===== config.mk =====
export PLATFORM = sky130hd
export DESIGN_NAME = serial_adder_sched_flat
export DESIGN_NICKNAME = d
export VERILOG_FILES = /design/src/rtl/serial_adder_sched_if.sv /design/src/rtl/serial_adder_sched.sv /design/src/flat_wrapper.sv
export SDC_FILE = /design/constraint.sdc
export NUM_CORES = 1
export LEC_CHECK = 0
export ABC_CLOCK_PERIOD_IN_PS = 1560
export BUFFER_PORTS_ARGS = -buffer_cell sky130_fd_sc_hd__buf_2
export CAP_MARGIN = 20
export CORE_MARGIN = 8
export CORE_UTILIZATION = 50
export CTS_BUF_LIST = sky130_fd_sc_hd__clkbuf_4
export DETAILED_ROUTE_END_ITERATION = 12
export GPL_TIMING_DRIVEN = 0
export PLACE_DENSITY_LB_ADDON = 0.2
export SYNTH_ARGS = -nofsm -noshare
export SYNTH_HDL_FRONTEND = slang
export SYNTH_SLANG_ARGS = --single-unit

===== constraint.sdc =====
create_clock -name clk -period 1.56 [get_ports clk]
set_input_delay 0.234 -clock clk [delete_from_list [all_inputs] [get_ports clk]]
set_output_delay 0.234 -clock clk [all_outputs]
set_load 0.02 [all_outputs]

===== src/rtl/serial_adder_sched_if.sv =====
// Operand/result bundle for serial_adder_sched: two requester ports and one result port.
interface serial_adder_sched_if #(
  parameter int WIDTH = 8
) ();
  logic             in0_valid;
  logic             in0_ready;
  logic [WIDTH-1:0] in0_a;
  logic [WIDTH-1:0] in0_b;
  logic             in0_cin;
  logic             in1_valid;
  logic             in1_ready;
  logic [WIDTH-1:0] in1_a;
  logic [WIDTH-1:0] in1_b;
  logic             in1_cin;
  logic             out_valid;
  logic             out_ready;
  logic [WIDTH-1:0] out_sum;
  logic             out_cout;
  logic             out_id;

  modport master (
    output in0_valid, in0_a, in0_b, in0_cin,
    output in1_valid, in1_a, in1_b, in1_cin,
    output out_ready,
    input  in0_ready, in1_ready,
    input  out_valid, out_sum, out_cout, out_id
  );

  modport slave (
    input  in0_valid, in0_a, in0_b, in0_cin,
    input  in1_valid, in1_a, in1_b, in1_cin,
    input  out_ready,
    output in0_ready, in1_ready,
    output out_valid, out_sum, out_cout, out_id
  );
endinterface


===== src/rtl/serial_adder_sched.sv =====
// Round-robin scheduler feeding two requesters through one shared 1-bit full-adder
// slice, LSB first, one bit per clock, result tagged with the requester id.
module serial_adder_sched #(
  parameter int WIDTH  = 8,
  parameter int CIN_EN = 1
) (
  input logic                clk,
  input logic                rst_n,
  serial_adder_sched_if.slave bus
);
  localparam int CW = $clog2(WIDTH) + 1;

  typedef enum logic [1:0] {IDLE, RUN, DONE} state_t;

  typedef struct packed {
    logic [WIDTH-1:0] a;
    logic [WIDTH-1:0] b;
    logic             cin;
  } req_t;

  state_t           state, state_nxt;
  req_t [1:0]       req;
  logic [1:0]       vld, rdy;
  logic             grant, last_grant, acc;
  logic [WIDTH-1:0] a_r, b_r, sum_r, sum_nxt;
  logic [WIDTH-1:0] out_sum_r;
  logic             carry, c_nxt, s, out_cout_r, out_id_r, last_bit;
  logic [CW-1:0]    cnt;

  assign vld    = {bus.in1_valid, bus.in0_valid};
  assign req[0] = '{a: bus.in0_a, b: bus.in0_b, cin: bus.in0_cin};
  assign req[1] = '{a: bus.in1_a, b: bus.in1_b, cin: bus.in1_cin};

  // Contended cycles go to whoever did not win last; lone requesters win outright.
  always_comb begin
    grant = vld[1];
    if (&vld) grant = ~last_grant;
  end

  // Gated by rst_n so neither port can appear ready while reset is held.
  assign rdy[0] = rst_n & (state == IDLE) & ~grant & vld[0];
  assign rdy[1] = rst_n & (state == IDLE) &  grant & vld[1];
  assign acc    = |(vld & rdy);

  assign bus.in0_ready = rdy[0];
  assign bus.in1_ready = rdy[1];

  assign s        = a_r[0] ^ b_r[0] ^ carry;
  assign c_nxt    = (a_r[0] & b_r[0]) | (a_r[0] & carry) | (b_r[0] & carry);
  assign sum_nxt  = (sum_r >> 1) | (WIDTH'(s) << (WIDTH - 1));
  assign last_bit = (cnt == CW'(WIDTH - 1));

  always_ff @(posedge clk or negedge rst_n) begin
    if (!rst_n) state <= IDLE;
    else        state <= state_nxt;
  end

  always_comb begin
    state_nxt = state;
    case (state)
      IDLE:    if (acc) state_nxt = RUN;
      RUN:     if (last_bit) state_nxt = DONE;
      DONE:    if (bus.out_ready) state_nxt = IDLE;
      default: state_nxt = IDLE;
    endcase
  end

  always_ff @(posedge clk or negedge rst_n) begin
    if (!rst_n) begin
      a_r        <= '0;
      b_r        <= '0;
      sum_r      <= '0;
      carry      <= 1'b0;
      cnt        <= '0;
      last_grant <= 1'b1;
      out_id_r   <= 1'b0;
      out_sum_r  <= '0;
      out_cout_r <= 1'b0;
    end else begin
      case (state)
        IDLE: if (acc) begin
          a_r        <= req[grant].a;
          b_r        <= req[grant].b;
          carry      <= (CIN_EN != 0) & req[grant].cin;
          cnt        <= '0;
          out_id_r   <= grant;
          last_grant <= grant;
        end
        RUN: begin
          a_r   <= a_r >> 1;
          b_r   <= b_r >> 1;
          sum_r <= sum_nxt;
          carry <= c_nxt;
          cnt   <= cnt + CW'(1);
          // Result registers are separate so they hold across the next op's RUN.
          if (last_bit) begin
            out_sum_r  <= sum_nxt;
            out_cout_r <= c_nxt;
          end
        end
        default: ;
      endcase
    end
  end

  assign bus.out_valid = (state == DONE);
  assign bus.out_sum   = out_sum_r;
  assign bus.out_cout  = out_cout_r;
  assign bus.out_id    = out_id_r;
endmodule

===== src/flat_wrapper.sv =====
// flat-port wrapper written by rule: the top's interface ports become plain ports
module serial_adder_sched_flat 
#(
  parameter int WIDTH  = 8,
  parameter int CIN_EN = 1
)
  (clk, rst_n, bus_in0_valid, bus_in0_a, bus_in0_b, bus_in0_cin, bus_in1_valid, bus_in1_a, bus_in1_b, bus_in1_cin, bus_out_ready, bus_in0_ready, bus_in1_ready, bus_out_valid, bus_out_sum, bus_out_cout, bus_out_id);
  serial_adder_sched_if #(.WIDTH(WIDTH)) bus_i ();
  input logic clk;
  input logic rst_n;
  input wire logic [$bits(bus_i.in0_valid)-1:0] bus_in0_valid;
  input wire logic [$bits(bus_i.in0_a)-1:0] bus_in0_a;
  input wire logic [$bits(bus_i.in0_b)-1:0] bus_in0_b;
  input wire logic [$bits(bus_i.in0_cin)-1:0] bus_in0_cin;
  input wire logic [$bits(bus_i.in1_valid)-1:0] bus_in1_valid;
  input wire logic [$bits(bus_i.in1_a)-1:0] bus_in1_a;
  input wire logic [$bits(bus_i.in1_b)-1:0] bus_in1_b;
  input wire logic [$bits(bus_i.in1_cin)-1:0] bus_in1_cin;
  input wire logic [$bits(bus_i.out_ready)-1:0] bus_out_ready;
  output wire logic [$bits(bus_i.in0_ready)-1:0] bus_in0_ready;
  output wire logic [$bits(bus_i.in1_ready)-1:0] bus_in1_ready;
  output wire logic [$bits(bus_i.out_valid)-1:0] bus_out_valid;
  output wire logic [$bits(bus_i.out_sum)-1:0] bus_out_sum;
  output wire logic [$bits(bus_i.out_cout)-1:0] bus_out_cout;
  output wire logic [$bits(bus_i.out_id)-1:0] bus_out_id;
  assign bus_i.in0_valid = bus_in0_valid;
  assign bus_i.in0_a = bus_in0_a;
  assign bus_i.in0_b = bus_in0_b;
  assign bus_i.in0_cin = bus_in0_cin;
  assign bus_i.in1_valid = bus_in1_valid;
  assign bus_i.in1_a = bus_in1_a;
  assign bus_i.in1_b = bus_in1_b;
  assign bus_i.in1_cin = bus_in1_cin;
  assign bus_i.out_ready = bus_out_ready;
  assign bus_in0_ready = bus_i.in0_ready;
  assign bus_in1_ready = bus_i.in1_ready;
  assign bus_out_valid = bus_i.out_valid;
  assign bus_out_sum = bus_i.out_sum;
  assign bus_out_cout = bus_i.out_cout;
  assign bus_out_id = bus_i.out_id;
  serial_adder_sched #(.WIDTH(WIDTH), .CIN_EN(CIN_EN)) u_core (.clk(clk), .rst_n(rst_n), .bus(bus_i));
endmodule

==> out/metrics.yaml, run 1 <==
setup_path:
  crit_top_cell: "buf_6"
  path_class: "reg2out"
  cp_cell_sequence: "nand4bb_4 > or2_1 > buf_6 > buf_8 > clkinv_4 > buf_6"
  crit_family: "simple AND/OR/NAND/NOR gates"
  cp_num_buf_inv: 4
  crit_path_max_incr_delay_ns: 0.42
  crit_path_end_kind: "primary output"
  path_max_fanout: 4
  cp.required_ns: 1.33
  critPathSlowestCell: "dfrtp_1"
  worstSetupStartpointType: "register"
  cp.arrival_ns: 1.64
sta:
  timing.max_slew.rel_slack: 0.607
  setup_viol: 12
  slew_violations: 0
  fmax_ghz: 0.533
  skew_ns: 0.0169
  worstMarginPinSlew_ns: 0.590
  rsz0062_at_grt: "yes"
  fin_setup_tns_ns: -1.51
  period_needed_ns: 1.88
  period_share: 1.20
  setup_ws_ns: -0.318
  hold_violations: 40
  fin_hold_ws_ns: -0.235
route:
  wl_mm: 5.75
  vias_per_cell: 5.65
  drcViolationCount: 0
  vias: 1886
  drt_pre_antenna_iters: 4
  ant_nets: 0
  wl_per_cell_um: 17.2
  drtIter0Drc: 96
placed_design:
  place_ws_ns: -0.988
  dpl.hpwl_mm: 3.60
  dp.cells: 307
  place.gp.congestion: 0.782
  io_buffers: 51
pwr:
  p_per_area_nw_per_um2: 1930
  p_int_mw: 3.72
  finalPower_mw: 5.87
  power.switching_mw: 2.15
  seq_power_share: 0.340
  peakVddDrop_mv: 0.813
  cellLeakagePower_nw: 1.45
  combPwrFrac: 0.512
  clkPwrFrac: 0.148
  sw_frac_of_total: 0.366
global_route:
  overflow: 0
  grt_start_max_net_pins: 46
  grt.busiest_layer: "met2"
  use_met3: 0.0470
  first_global_vias: 1814
  grt_pass1_wl_mm: 8.58
  gr-usage-met2: 0.243
  gr-usage-all-layers: 0.166
  antenna_found_initial: 0
  use_met1: 0.229
cells_and_area:
  layout_commonest_cell: "buf_2"
  synthToLayoutAreaGrowth_pct: 39.4
  num_antenna_cells: 0
  layout_common_cells: "buf_2 (48), dfrtp_1 (40), nand2_1 (26)"
  final_util: 0.712
  drive_gt1_frac: 0.465
  nNetsFinal: 322
  instances_no_fill: 334
job:
  drv_cap: 0
clock_tree:
  cts_num_sinks: 41
  cts-root-buf: "clkbuf_4"
  clk-insertion-delay-late_ns: 0.37
  clockBufferDepth: 2
  cts_made_buffers: 5
  clk_pin_slew_ns: 0.13
  htreeDepth: 2
  tritoncts: "built"
yosys:
  netlist_area_um2: 2180
  synth.ff_latch_count: 41
  synth_nets: 245
  avgSynthCellArea_um2: 10.7
  synthFlopType: "dfrtp_1"
  synth_cells: 204
  ys.warnings.count: 0
  ys_seq_area_frac: 0.472
  synth_edf_count: 0
  synthArstFlopShare: 1.00
  synth.distinct_cells: 35
floorplanning:
  start_util: 0.511
  io_pins: 52
  die_area_um2: 6720
  die_h_um: 82.0
  fp.dieW_um: 82.0
  core-area_um2: 4260
  std_cell_rows: 24
min_path:
  min_path_type: "in2async"
status:
  violations: "negative hold slack, negative setup slack"
  status: "complete, but fails checks"
==> layer usage <==
layer  part of all wire  vias to the layer above
met2               0.49                       55
met3              0.056                        9
met4              0.013                        0
met1               0.44                      931
li1                   -                      891
met5                  0                        -
==> kinds of logic after synthesis <==
| group | share of synthesized area |
|---|---|
| multiplexers | 0.0718 |
| XOR/XNOR | 0.00402 |
| AO/OA/AOI/OAI | 0.175 |
| flip-flops | 0.472 |
| AND/OR/NAND/NOR | 0.186 |
| adder cells (fa/ha/maj) | 0.0149 |
| buffers and inverters | 0.0759 |
==> metrics by stage <==
| stage | hold slack (ns) | instance area [um^2] |
|---|---|---|
| after floorplan | -0.0616 | 2180 |
| after global placement | 0.441 | 2500 |
| after detailed placement | 0.449 | 2500 |
| after CTS | -0.224 | 2790 |
| after global routing | -0.215 | 3040 |
| final | -0.235 | 3040 |
==> power by group through the flow <==
| stage | Clock (mW) | Sequential [mW] | Combinational, mW |
|---|---|---|---|
| floorplan | 0 | 2.07 | 1.67 |
| global placement | 0 | 1.97 | 2.30 |
| detailed placement | 0 | 1.98 | 2.36 |
| CTS | 0.881 | 1.97 | 2.54 |
| global route | 0.930 | 2.07 | 3.28 |
| finish | 0.867 | 1.99 | 3.01 |
==> sequential cells by signal (all words and copies together) (netlist names) <==
name / count
u_core.a_r: 8
u_core.b_r: 8
u_core.bus.out_sum: 8
u_core.sum_r: 7
u_core.cnt: 4
u_core.state: 2
u_core.bus.out_cout: 1
u_core.bus.out_id: 1
u_core.carry: 1
u_core.last_grant: 1
==> layout make-up <==
| cell class | instances | area [um^2] |
|---|---|---|
| Buffer | 13 | 130 |
| Clock buffer | 5 | 37.5 |
| Clock inverter | 3 | 65.1 |
| Fill cell | 295 | 1230 |
| Inverter | 18 | 77.6 |
| Multi-Input combinational cell | 130 | 1140 |
| Sequential cell | 41 | 1030 |
| Tap cell | 52 | 65.1 |
| Timing Repair Buffer | 72 | 488 |
==> what timing repair did <==
| item | 4_1_cts | 5_1_grt |
|---|---|---|
| hold endpoints to repair | 40 | 40 |
| gates cloned | 1 | 2 |
| endpoints found under the setup margin | 35 | 27 |
| buffers inserted | 9 | 9 |
| pin swaps | 12 | 5 |
| resized for setup | 28 | 49 |
==> cell usage after synthesis (2+ instances only) <==
library cell,count,area share
dfrtp_1,40,0.46
nand2_1,26,0.045
inv_1,17,0.029
nor2_1,17,0.029
nor3b_1,17,0.059
a221oi_1,15,0.060
o221a_1,15,0.078
mux2_4,9,0.062
buf_6,5,0.026
clkbuf_1,5,0.0086
a22o_1,3,0.012
buf_2,3,0.0069
nor2b_1,3,0.0086
buf_1,2,0.0034
nand3_1,2,0.0046
nand4bb_1,2,0.010
nor3_1,2,0.0046
o21bai_1,2,0.0069
o31ai_1,2,0.0069
or2_1,2,0.0057
==> worst paths after layout <==
path / start / to / slack (ns) / cells after the start
setup / recovery: u_core.state[1] / bus_in0_ready / -0.32 / 6
hold / removal: rst_n / u_core.bus.out_sum[1] / -0.24 / 1
setup reg to reg: u_core.state[1] / u_core.b_r[0] / -0.11 / 6
hold reg to reg: u_core.last_grant / u_core.last_grant / 0.48 / 2
max in group asynchronous: rst_n / u_core.last_grant / 1.44 / 1
min in group clk: bus_in1_b[6] / u_core.b_r[6] / 0.12 / 2
No activity file was read; power rests on OpenSTA's default activity.
==> run 2: changes to the inputs <==
Settings changed: CORE_ASPECT_RATIO set to 0.7, CORE_MARGIN 8 to 2.
==> run 2 against run 1 <==
  * The flow still finishes with violations (negative hold slack, negative setup slack)
  * Clock skew shrank 0.0025 ns
  * Flip-flop and latch count is the same
  * Clock-buffer cell count is the same
  * Register-to-register slack lost 0.15 ns
  * Power shrank 7.1%
  * Critical path type unchanged
==> out/metrics.yaml, run 2 (synthesis results as in run 1) <==
status:
  status: "complete, but fails checks"
  violations: "negative hold slack, negative setup slack"
setup_path:
  crit_path_end_kind: "primary output"
  cp.required_ns: 1.33  # about the same
  path_max_fanout: 5  # +1
  cp.arrival_ns: 1.71  # +0.07 ns
  worstSetupStartpointType: "register"
  path_class: "reg2out"
route:
  vias_per_cell: 5.53  # -2.2%
  ant_nets: 0  # unchanged
  drcViolationCount: 0  # unchanged
  drtIter0Drc: 115  # +20%
  wl_per_cell_um: 16.5  # -4.1%
  drt_pre_antenna_iters: 4  # unchanged
  vias: 1873  # -0.69%
  wl_mm: 5.59  # -2.7%
sta:
  timing.max_slew.rel_slack: 0.443  # -0.164
  setup_viol: 16  # +4
  period_needed_ns: 1.95  # +0.0675 ns
  rsz0062_at_grt: "yes"
  skew_ns: 0.0144  # -0.00251 ns
  period_share: 1.25  # +0.0433
  slew_violations: 0  # unchanged
  worstMarginPinSlew_ns: 0.830  # +0.240 ns
  fin_hold_ws_ns: -0.221  # +0.0141 ns
  fin_setup_tns_ns: -2.75  # -1.24 ns
  hold_violations: 40  # unchanged
  fmax_ghz: 0.514  # -3.5%
  setup_ws_ns: -0.385  # -0.0675 ns
pwr:
  p_per_area_nw_per_um2: 1860  # -3.9%
  seq_power_share: 0.364  # +0.024
  combPwrFrac: 0.503  # -0.009
  cellLeakagePower_nw: 1.40  # -3.8%
  sw_frac_of_total: 0.379  # +0.0123
  clkPwrFrac: 0.133  # -0.015
  p_int_mw: 3.39  # -8.9%
  peakVddDrop_mv: 0.916  # +13%
  power.switching_mw: 2.06  # -4.0%
job:
  drv_cap: 0  # unchanged
placed_design:
  io_buffers: 51  # unchanged
  place.gp.congestion: 0.785  # +0.43%
  dpl.hpwl_mm: 3.50  # -2.9%
  place_ws_ns: -1.00  # -0.0152 ns
clock_tree:
  htreeDepth: 2  # unchanged
  cts-root-buf: "clkbuf_4"
  clk-insertion-delay-late_ns: 0.36  # about the same
  tritoncts: "built"
  cts_made_buffers: 5  # unchanged
  cts_num_sinks: 41  # unchanged
  clockBufferDepth: 2  # unchanged
  clk_pin_slew_ns: 0.14  # about the same
cells_and_area:
  final_util: 0.690  # -0.0216
  nNetsFinal: 324  # +0.62%
  layout_common_cells: "buf_2 (48), dfrtp_1 (40), nand2_1 (25)"
  layout_commonest_cell: "buf_2"
  num_antenna_cells: 0  # unchanged
  drive_gt1_frac: 0.415  # -0.0490
  synthToLayoutAreaGrowth_pct: 34.9
global_route:
  first_global_vias: 1763  # -2.8%
  grt_start_max_net_pins: 46  # unchanged
  gr-usage-all-layers: 0.233  # +0.0676
  grt_pass1_wl_mm: 8.78  # +2.2%
  overflow: 0  # unchanged
  antenna_found_initial: 0  # unchanged
floorplanning:
  start_util: 0.512  # +0.00120
  core-area_um2: 4250  # -0.23%
  std_cell_rows: 20  # -17%
  die_area_um2: 4910  # -27%
  io_pins: 52  # unchanged
  fp.dieW_um: 82.9  # +1.1%
  die_h_um: 59.2  # -28%
min_path:
  min_path_type: "in2async"
[run 2: what timing repair did]
| action | 4_1_cts | 5_1_grt |
|---|---|---|
| resized for setup | 29 | 19 |
| cloned | 1 | 0 |
| pin swaps | 14 | 7 |
| hold endpoints to repair | 40 | 40 |
| setup buffers | 9 | 13 |
| setup endpoints to repair | 35 | 35 |
[run 2: path summary, 6_finish.rpt]
check                                  start           endpoint  slack, ns  cells past startpoint
min                                    rst_n    u_core.sum_r[4]      -0.22                      1
min reg2reg                u_core.last_grant  u_core.last_grant       0.48                      2
min in group clk               bus_out_ready    u_core.state[1]       0.13                      3
max                          u_core.state[1]      bus_in0_ready      -0.39                      6
max reg2reg                  u_core.state[1]      u_core.a_r[6]      -0.26                      7
max in group asynchronous              rst_n  u_core.last_grant       1.44                      1
[run 2: layout make-up]
cell class	instances	area, um^2
clock inverter	3	46.3
timing repair buffer	73	504
tap	55	68.8
clock buffer	5	37.5
multi-input combinational	130	1050
inverter	18	67.6
buffer	14	134
fill	347	1320
sequential	41	1030
[run 2: worst max-delay path, cell delays in order, from the launching register on]
cell and delay, ns:
dfrtp_1 0.44, nand4bb_4 0.25, or2_1 0.27, buf_6 0.13, buf_8 0.12, inv_2 0.04
buf_6 0.10
[run 2: per-layer routing]
metal	wire length [um]	track usage
met3	306	0.0515
met1	2680	0.335
met4	57	0.0703
met2	2550	0.361
met5	0	0
[run 2: power groups by stage]
stage	Clock, mW	Combinational (mW)	Sequential [mW]
final	0.723	2.74	1.98
after global routing	0.784	2.98	2.05
after CTS	0.737	2.57	1.97
after detailed placement	0	2.36	1.99
after global placement	0	2.29	1.97
after floorplan	0	1.67	2.07
[run 2: through the flow]
stage               instance area, um^2  cells  power [mW]
finish                             2940    339        5.45
global route                       2940    339        5.82
CTS                                2800    328        5.28
detailed placement                 2500    310        4.36
global placement                   2500    310        4.26
floorplan                          2180    204        3.74
